<file path="config.mk">
export PLATFORM = sky130hd
export DESIGN_NAME = vel_ramp_sched
export DESIGN_NICKNAME = d
export VERILOG_FILES = /design/src/rtl/vel_ramp_sched_pkg.sv /design/src/rtl/vel_ramp_sched_alu.sv /design/src/rtl/vel_ramp_sched.sv
export SDC_FILE = /design/constraint.sdc
export NUM_CORES = 1
export LEC_CHECK = 0
export ABC_AREA = 1
export CORE_MARGIN = 2
export CORE_UTILIZATION = 35
export CTS_CLUSTER_DIAMETER = 50
export CTS_CLUSTER_SIZE = 25
export DETAILED_ROUTE_END_ITERATION = 6
export HOLD_SLACK_MARGIN = 0.02
export PLACE_DENSITY_LB_ADDON = 0.25
export SETUP_SLACK_MARGIN = 0.02
export SYNTH_ARGS = -nofsm -noshare
export SYNTH_HDL_FRONTEND = slang
export SYNTH_SLANG_ARGS = --single-unit
</file>
<file path="constraint.sdc">
create_clock -name clk -period 5.9 [get_ports clk]
set_clock_uncertainty 0.05 [all_clocks]
set_input_delay 0.885 -clock clk [delete_from_list [all_inputs] [get_ports clk]]
set_output_delay 0.885 -clock clk [all_outputs]
set_load 0.02 [all_outputs]
</file>
<file path="src/rtl/vel_ramp_sched_pkg.sv">
// Shared types and constants for the velocity ramp scheduler.
// Axis count, index width, default widths and the pass FSM encoding.
package vel_ramp_sched_pkg;

    localparam int F_DEF  = 11;
    localparam int AW_DEF = 8;
    localparam int N_AX   = 4;
    localparam int IDX_W  = 2;

    typedef enum logic [1:0] {
        S_IDLE = 2'd0,
        S_CALC = 2'd1,
        S_WB   = 2'd2,
        S_DONE = 2'd3
    } state_t;

    function automatic int vel_w(input int f);
        return f + 1;
    endfunction

endpackage

</file>
<file path="src/rtl/vel_ramp_sched_alu.sv">
// Shared clamp-adder: steps vel toward tgt by at most acc, never overshooting.
// Purely combinational; one instance is time-multiplexed over all axes.
module vel_ramp_alu
    import vel_ramp_sched_pkg::*;
#(
    parameter int F  = F_DEF,
    parameter int AW = AW_DEF
) (
    input  logic [F:0]    vel_i,
    input  logic [F:0]    tgt_i,
    input  logic [AW-1:0] acc_i,
    output logic [F:0]    nxt_o,
    output logic          eq_o
);

    // One extra bit over the velocity so full-scale differences fit
    localparam int DW = (F + 2 > AW + 1) ? F + 2 : AW + 1;

    logic signed [DW-1:0] v_s;
    logic signed [DW-1:0] t_s;
    logic signed [DW-1:0] a_s;
    logic signed [DW-1:0] d_s;
    logic signed [DW-1:0] mag;
    logic signed [DW-1:0] sum;

    always_comb begin
        v_s = DW'($signed(vel_i));
        t_s = DW'($signed(tgt_i));
        a_s = DW'(acc_i);
        d_s = t_s - v_s;
        mag = (d_s < 0) ? -d_s : d_s;
        sum = (d_s > 0) ? (v_s + a_s) : (v_s - a_s);
        if (mag <= a_s) begin
            nxt_o = tgt_i;
        end else begin
            nxt_o = sum[F:0];
        end
        eq_o = (nxt_o == tgt_i);
    end

endmodule

</file>
<file path="src/rtl/vel_ramp_sched.sv">
// Acceleration-limited ramp of four stepgen velocities toward SPI targets.
// Optional RAMP_ESTOP_EN: estop forces all effective targets to zero.
module vel_ramp_sched
    import vel_ramp_sched_pkg::*;
#(
    parameter int F  = F_DEF,
    parameter int AW = AW_DEF
) (
    input  logic                  clk,
    input  logic                  rst,
    input  logic                  tick,
    input  logic                  tgt_wr,
    input  logic [IDX_W-1:0]      tgt_idx,
    input  logic [F:0]            tgt_val,
    input  logic [AW-1:0]         acc,
    input  logic                  estop,
    output logic [N_AX*(F+1)-1:0] vel_out,
    output logic [N_AX-1:0]       at_target,
    output logic                  busy,
    output logic                  done,
    output logic                  overrun
);

    localparam int VW = vel_w(F);

    state_t            state_q, state_d;
    logic [IDX_W-1:0]  ax_q, ax_d;
    logic [AW-1:0]     acc_q, acc_d;
    logic              ovr_q, ovr_d;
    logic [VW-1:0]     tgt_q [N_AX];
    logic [VW-1:0]     vel_q [N_AX];
    logic [N_AX-1:0]   at_q;
    logic [VW-1:0]     nxt_q;
    logic              eq_q;
    logic              stale_q, stale_d;

    logic              est;
    logic [VW-1:0]     eff_tgt;
    logic [VW-1:0]     alu_nxt;
    logic              alu_eq;
    logic [VW-1:0]     vel_nx;
    logic [AW-1:0]     acc_pick;

`ifdef RAMP_ESTOP_EN
    assign est = estop;
`else
    logic unused_estop;
    assign unused_estop = estop;
    assign est = 1'b0;
`endif

    assign eff_tgt = est ? '0 : tgt_q[ax_q];

    // Zero acc under estop would never stop; substitute the max step
    assign acc_pick = (est && acc == '0) ? '1 : acc;

    vel_ramp_alu #(
        .F  (F),
        .AW (AW)
    ) u_alu (
        .vel_i (vel_q[ax_q]),
        .tgt_i (eff_tgt),
        .acc_i (acc_q),
        .nxt_o (alu_nxt),
        .eq_o  (alu_eq)
    );

    always_comb begin
        state_d = state_q;
        ax_d    = ax_q;
        acc_d   = acc_q;
        ovr_d   = ovr_q;
        stale_d = stale_q;
        unique case (state_q)
            S_IDLE: begin
                if (tick) begin
                    state_d = S_CALC;
                    ax_d    = '0;
                    acc_d   = acc_pick;
                end
            end
            S_CALC: begin
                state_d = S_WB;
                stale_d = tgt_wr && !est
                          && (tgt_idx == ax_q)
                          && (tgt_val != tgt_q[ax_q]);
            end
            S_WB: begin
                if (ax_q == IDX_W'(N_AX - 1)) begin
                    state_d = S_DONE;
                end else begin
                    state_d = S_CALC;
                    ax_d    = ax_q + 1'b1;
                end
            end
            S_DONE: begin
                state_d = S_IDLE;
            end
            default: begin
                state_d = S_IDLE;
            end
        endcase
        if (tick && state_q != S_IDLE) begin
            ovr_d = 1'b1;
        end
    end

    // Value vel will hold after this edge, for the write-clears-at rule
    assign vel_nx = (state_q == S_WB && ax_q == tgt_idx)
                    ? nxt_q : vel_q[tgt_idx];

    always_ff @(posedge clk) begin
        if (rst) begin
            state_q <= S_IDLE;
            ax_q    <= '0;
            acc_q   <= '0;
            ovr_q   <= 1'b0;
            at_q    <= '1;
            nxt_q   <= '0;
            eq_q    <= 1'b0;
            stale_q <= 1'b0;
            for (int k = 0; k < N_AX; k++) begin
                tgt_q[k] <= '0;
                vel_q[k] <= '0;
            end
        end else begin
            state_q <= state_d;
            ax_q    <= ax_d;
            acc_q   <= acc_d;
            ovr_q   <= ovr_d;
            stale_q <= stale_d;
            if (state_q == S_CALC) begin
                nxt_q <= alu_nxt;
                eq_q  <= alu_eq;
            end
            if (state_q == S_WB) begin
                vel_q[ax_q] <= nxt_q;
                at_q[ax_q]  <= eq_q & ~stale_q;
            end
            if (tgt_wr) begin
                tgt_q[tgt_idx] <= tgt_val;
                if (tgt_val != vel_nx) begin
                    at_q[tgt_idx] <= 1'b0;
                end
            end
        end
    end

    for (genvar k = 0; k < N_AX; k++) begin : g_out
        assign vel_out[k*VW +: VW] = vel_q[k];
    end

    assign at_target = at_q;
    assign busy      = (state_q != S_IDLE);
    assign done      = (state_q == S_DONE);
    assign overrun   = ovr_q;

endmodule

</file>
Yosys cells after proc, flatten, opt, wreduce, memory -nomap -nowiden
Memory sizes are Yosys's and may differ from the RTL's. A register that Yosys moved wholly into a read port is not among the register bits.
Index checks and enable logic that the tools add are counted.
- add/subtract/negate cells: 5
- magnitude comparators: 7
- eq/ne operators: 11
- multiplexer cells: 37
- bitwise logic cells: 4
- reductions and logical operators: 13
- operators with widths (operator ; number):
    12-bit two-way mux ; 5
    12-bit inequality test ; 2
    12-bit OR reduction ; 2
    2-bit two-way mux ; 10
    4-bit two-way mux ; 4
    13-bit by 1-bit > comparator with 1-bit output (second input constant) ; 1
    13-bit by 9-bit <= comparator with 1-bit output ; 1
    13-bit by 1-bit < comparator with 1-bit output (second input constant) ; 1
    13-bit two-way mux ; 1
    13-bit negation ; 1
    12-bit by 12-bit subtractor with 13-bit output ; 1
    12-bit by 9-bit adder with 12-bit output ; 1
    12-bit equality test ; 1
    1-bit two-way mux ; 12
    12-bit by 9-bit subtractor with 12-bit output ; 1
    2-bit one-hot mux with 4 select lines ; 1
    2-bit equality test (second input constant) ; 3
    1-bit logical AND ; 6
    2-bit by 3-bit < comparator with 1-bit output (second input constant) ; 2
    4-bit AND ; 1
    4-bit bitwise mux ; 1
    1-bit demux with 2-bit select ; 2
    2-bit equality test ; 2
    2-bit by 1-bit >= comparator with 1-bit output (second input constant) ; 2
    11 further kinds ; 13
- flip-flop bits (word level): 31
- RAM bits: 96
- input bits: 27
- memories kept: 2
- memory list (name ; words ; width ; read ports ; clocked after memory_dff ; write ports ; line ; text):
    tgt_q ; 4 ; 12 ; 1 ; 1 ; 4 ; vel_ramp_sched.sv:30 ; logic [VW-1:0] tgt_q [N_AX];
    vel_q ; 4 ; 12 ; 6 ; 1 ; 4 ; vel_ramp_sched.sv:31 ; logic [VW-1:0] vel_q [N_AX];

Longest topological paths before layout
- word-level depth: 10
- mapped depth: 44
- mapped depth without buffers: 42

Modules after synthesis
A second synthesis with hierarchy kept.
- cell total of the unflattened synthesis: 1359
- area, all modules: 9307.7 µm²
- by module, submodules not included (module ; times used ; cells each ; area an instance (µm²)):
    vel_ramp_sched ; 1 ; 875 ; 6741.5
    vel_ramp_alu ; 1 ; 484 ; 2566.2

Worst setup path after synthesis
No wires, ideal clock.
- path kind: reg-to-reg
- from: register with a tool-made name
- to: register eq_q
- setup time: 65 ps
- data arrival time: 5124 ps
- data required time: 5785 ps
- setup slack: 661 ps
- stages on the path, launching flop included: 40
- buffers on the path: 3
- cells stage by stage: dfxtp_1 -> clkbuf_1 -> clkbuf_1 -> buf_1 -> nand2_1 -> a32oi_1 -> ha_1 -> fa_1 -> ha_1 -> inv_1 -> nor2_1 -> nand3_1 -> nor2_2 -> nand2_1 -> nor2_1 -> nand2_1 -> inv_1 -> nand2_1 -> (+4 left out) -> a21oi_1 -> o21ai_0 -> a21oi_1 -> o21ai_0 -> nand2_1 -> inv_1 -> or2_2 -> a21oi_1 -> nand3_1 -> nand2_1 -> inv_1 -> nand3_1 -> nand2_1 -> nor2_1 -> nand3_1 -> nor2_1 -> nor2_1 -> nor2_1
- RTL lines (element ; line ; text):
    end signal: assignment ; vel_ramp_sched.sv:134 ; eq_q <= alu_eq;
    end: declaration ; vel_ramp_sched.sv:34 ; logic eq_q;

==> qor.csv <==
stage,metric,value,unit
run_status,outcome,completed,
floorplan,fp.dieH,160.0,um
timing,min_period_over_period,91.66,%
routing,routed_via_density,5.026,
layout,fillers,2519,
critical_path,worst_path_max_delay_cell,fa_1,
global_routing,track_usage,20.83,%
timing,setup_viol,0,
critical_path,path_max_fanout,12,
min_path,hp-class,reg2reg,
power,peakVddDrop,206.1,uV
floorplan,initial_core_util,35.35,%
clocking,clk_latency,0.42,ns
power,powerDensity,303.5,nW/um2
global_routing,antenna_found_initial,0,
clocking,cts_buffers,17,
yosys,synth_edf_count,96,
global_routing,grt_max_degree,58,
critical_path,worst_path_largest_cell_delay,0.55,ns
yosys,ys_ff_latch,129,
routing,drt-total-wl,26.86,mm
yosys,avgSynthCellArea,7.507,um2
critical_path,reg2reg_setup_slack,0.49,ns
yosys,synth_top_area_share,33.83,%
yosys,ys_async_sr_fraction,0,%
layout,fin_nets,1304,
timing,worst_pin_slew,1.112,ns
timing,finalCriticalPeriod,5.408,ns
layout,most-common-layout-cells,"250 x nand2_1, 162 x inv_1, 155 x nor2_1",
floorplan,die_x,160.0,um
layout,num_antenna_cells,0,
critical_path,crit_type,reg2reg,
layout,regArea,3547,um2
critical_path,critical_path_required,6.20,ns
global_routing,grt_pass1_vias,7662,
yosys,synth_ff_type,edfxtp_1,
routing,dr.pass1.iters,5,
yosys,yosysWarningCount,0,
clocking,cts_buffer_depth,2,
clocking,cts-root-buf,clkbuf_16,
timing,max_freq,184.9,MHz
critical_path,crit_arrival,5.71,ns
yosys,synth_area_leader_cell,edfxtp_1,
global_routing,grt_pass1_wl,41.72,mm
routing,drc,0,
timing,setup_tns,0,ns
place,portBuffers,80,
yosys,yosys-top-cells-area,"edfxtp_1 34%, nand2_1 11%, dfxtp_1 7.8%, inv_1 7.1%, nor2_1 6.8%",
place,routabilityCongestion,0.8557,
clocking,hold_buffers,0,
floorplan,io-pin-count,82,
clocking,htreeDepth,4,
yosys,syn_area,8521,um2
floorplan,dieArea,25610,um2
floorplan,fp.coreArea,24110,um2
yosys,netlist_instances,1135,
timing,finalHoldViolCount,0,
routing,drtIter0Drc,601,
routing,post_drt_wl_per_cell,17.06,um
layout,fin_util,44.12,%
routing,vias,7916,
yosys,syn-num-nets,1201,
layout,multi_input_area,4265,um2
timing,relSlewSlack,25.58,%
timing,rsz0062_at_grt,no,
clocking,cts_sinks,129,
floorplan,rows,57,
layout,drive_gt1_share,10.39,%
power,leakagePower,4.625,nW
critical_path,end_kind,register,
yosys,ys_types,41,
timing,slew_violations,0,
clocking,cts_tree,yes,
layout,synthToLayoutAreaGrowth,24.82,%
yosys,ys_seq_area_share,41.59,%
place,dp_hpwl,19.90,mm
layout,final_common_cell,nand2_1,
critical_path,critPathMostFrequentCell,nor2_1,
global_routing,grt-ovfl-total,0,
critical_path,cp-start-kind,register,
clocking,clkTransAtPathRegs,0.06,ns
routing,ant_nets,0,
flow_run,max-cap-violations,0,
## Yosys cell counts (3+ instances only)
library cell / number
edfxtp_1: 96
inv_2: 4
nand3_2: 3
a32oi_1: 12
o21bai_1: 12
ha_1: 37
nand4_1: 8
buf_6: 3
a21oi_1: 57
xor2_1: 35
clkinv_1: 4
o21ai_0: 50
a21o_1: 3
o22ai_1: 14
clkbuf_1: 30
nor3_1: 20
dfxtp_1: 33
buf_1: 5
xnor2_1: 7
inv_1: 162
nor4_1: 6
nand3_1: 69
nor2_1: 155
nand2_2: 13
o31ai_1: 14
nand2_1: 260
nor2_2: 5
## worst paths after layout
check / startpoint / end / cells after the start
worst max-delay path: register / eq_q / 39
worst min-delay path: overrun / overrun / 2
worst max register to register: register / eq_q / 39
worst min register to register: overrun / overrun / 2
## what timing repair did
action,CTS,global route
buffers inserted,0,5
endpoints found under the setup margin,0,6
gates resized for setup,0,33
## metrics by stage
stage,instances,power (mW),hold slack (ns),area (um2),setup WS [ns]
floorplan,1135,1.864,0.4112,8521,0.6610
global placement,1535,2.193,0.3974,9848,0.3168
detailed placement,1535,2.206,0.4078,9848,0.2708
CTS,1567,3.191,0.4237,10390,0.2263
global route,1575,3.436,0.4547,10640,0.01799
finish,1575,3.227,0.4149,10640,0.4919
## sequential cells by signal, summed over array words and instances, names as in the netlist, named ones only
name / cells
acc_q: 8
at_target: 4
ax_q: 2
eq_q: 1
nxt_q: 12
overrun: 1
stale_q: 1
state_q: 2
tgt_q: 48
vel_q: 48
## final cells by class
type                            count  share of cell area (%)
Inverter                          170                   6.035
Clock buffer                       20                   4.200
Clock inverter                     12                  0.9294
Timing Repair Buffer              123                   11.56
Tap cell                          324                   3.812
Sequential cell                   129                   33.35
Multi-Input combinational cell    797                   40.11
## report_power, final
| part | internal, mW | switching, mW |
|---|---|---|
| Sequential | 1.03 | 0.0309 |
| Clock | 0.557 | 0.434 |
| Combinational | 0.463 | 0.710 |
## per-layer routing
metal  share of wire (%)  global-route usage [%]
met5                   0                       0
met4                 2.6                   7.985
met3                 5.9                   3.532
met2                  48                   34.89
met1                  44                   26.98
## worst max-delay path, delay by kind of cell (launching register included)
| family | cells | cell delay, ns |
|---|---|---|
| simple gates | 22 | 2.20 |
| fa+ha+maj | 4 | 1.24 |
| buf+inv | 7 | 0.73 |
| compound gates | 5 | 0.62 |
| flops | 1 | 0.34 |
| xor+xnor | 1 | 0.16 |
## cells by family (layout without fill, tap and decap cells)
| logic type | Yosys count | in the layout | synth area share, % |
|---|---|---|---|
| adders and majority gates | 39 | 39 | 5.903 |
| xor gates and xnor gates | 42 | 42 | 4.317 |
| and+or+nand+nor | 549 | 549 | 27.12 |
| buffers and inverters | 209 | 325 | 9.515 |
| AOI/OAI and AO/OA | 167 | 167 | 11.56 |
| DFF | 129 | 129 | 41.59 |
(Power assumes the default switching activity.)
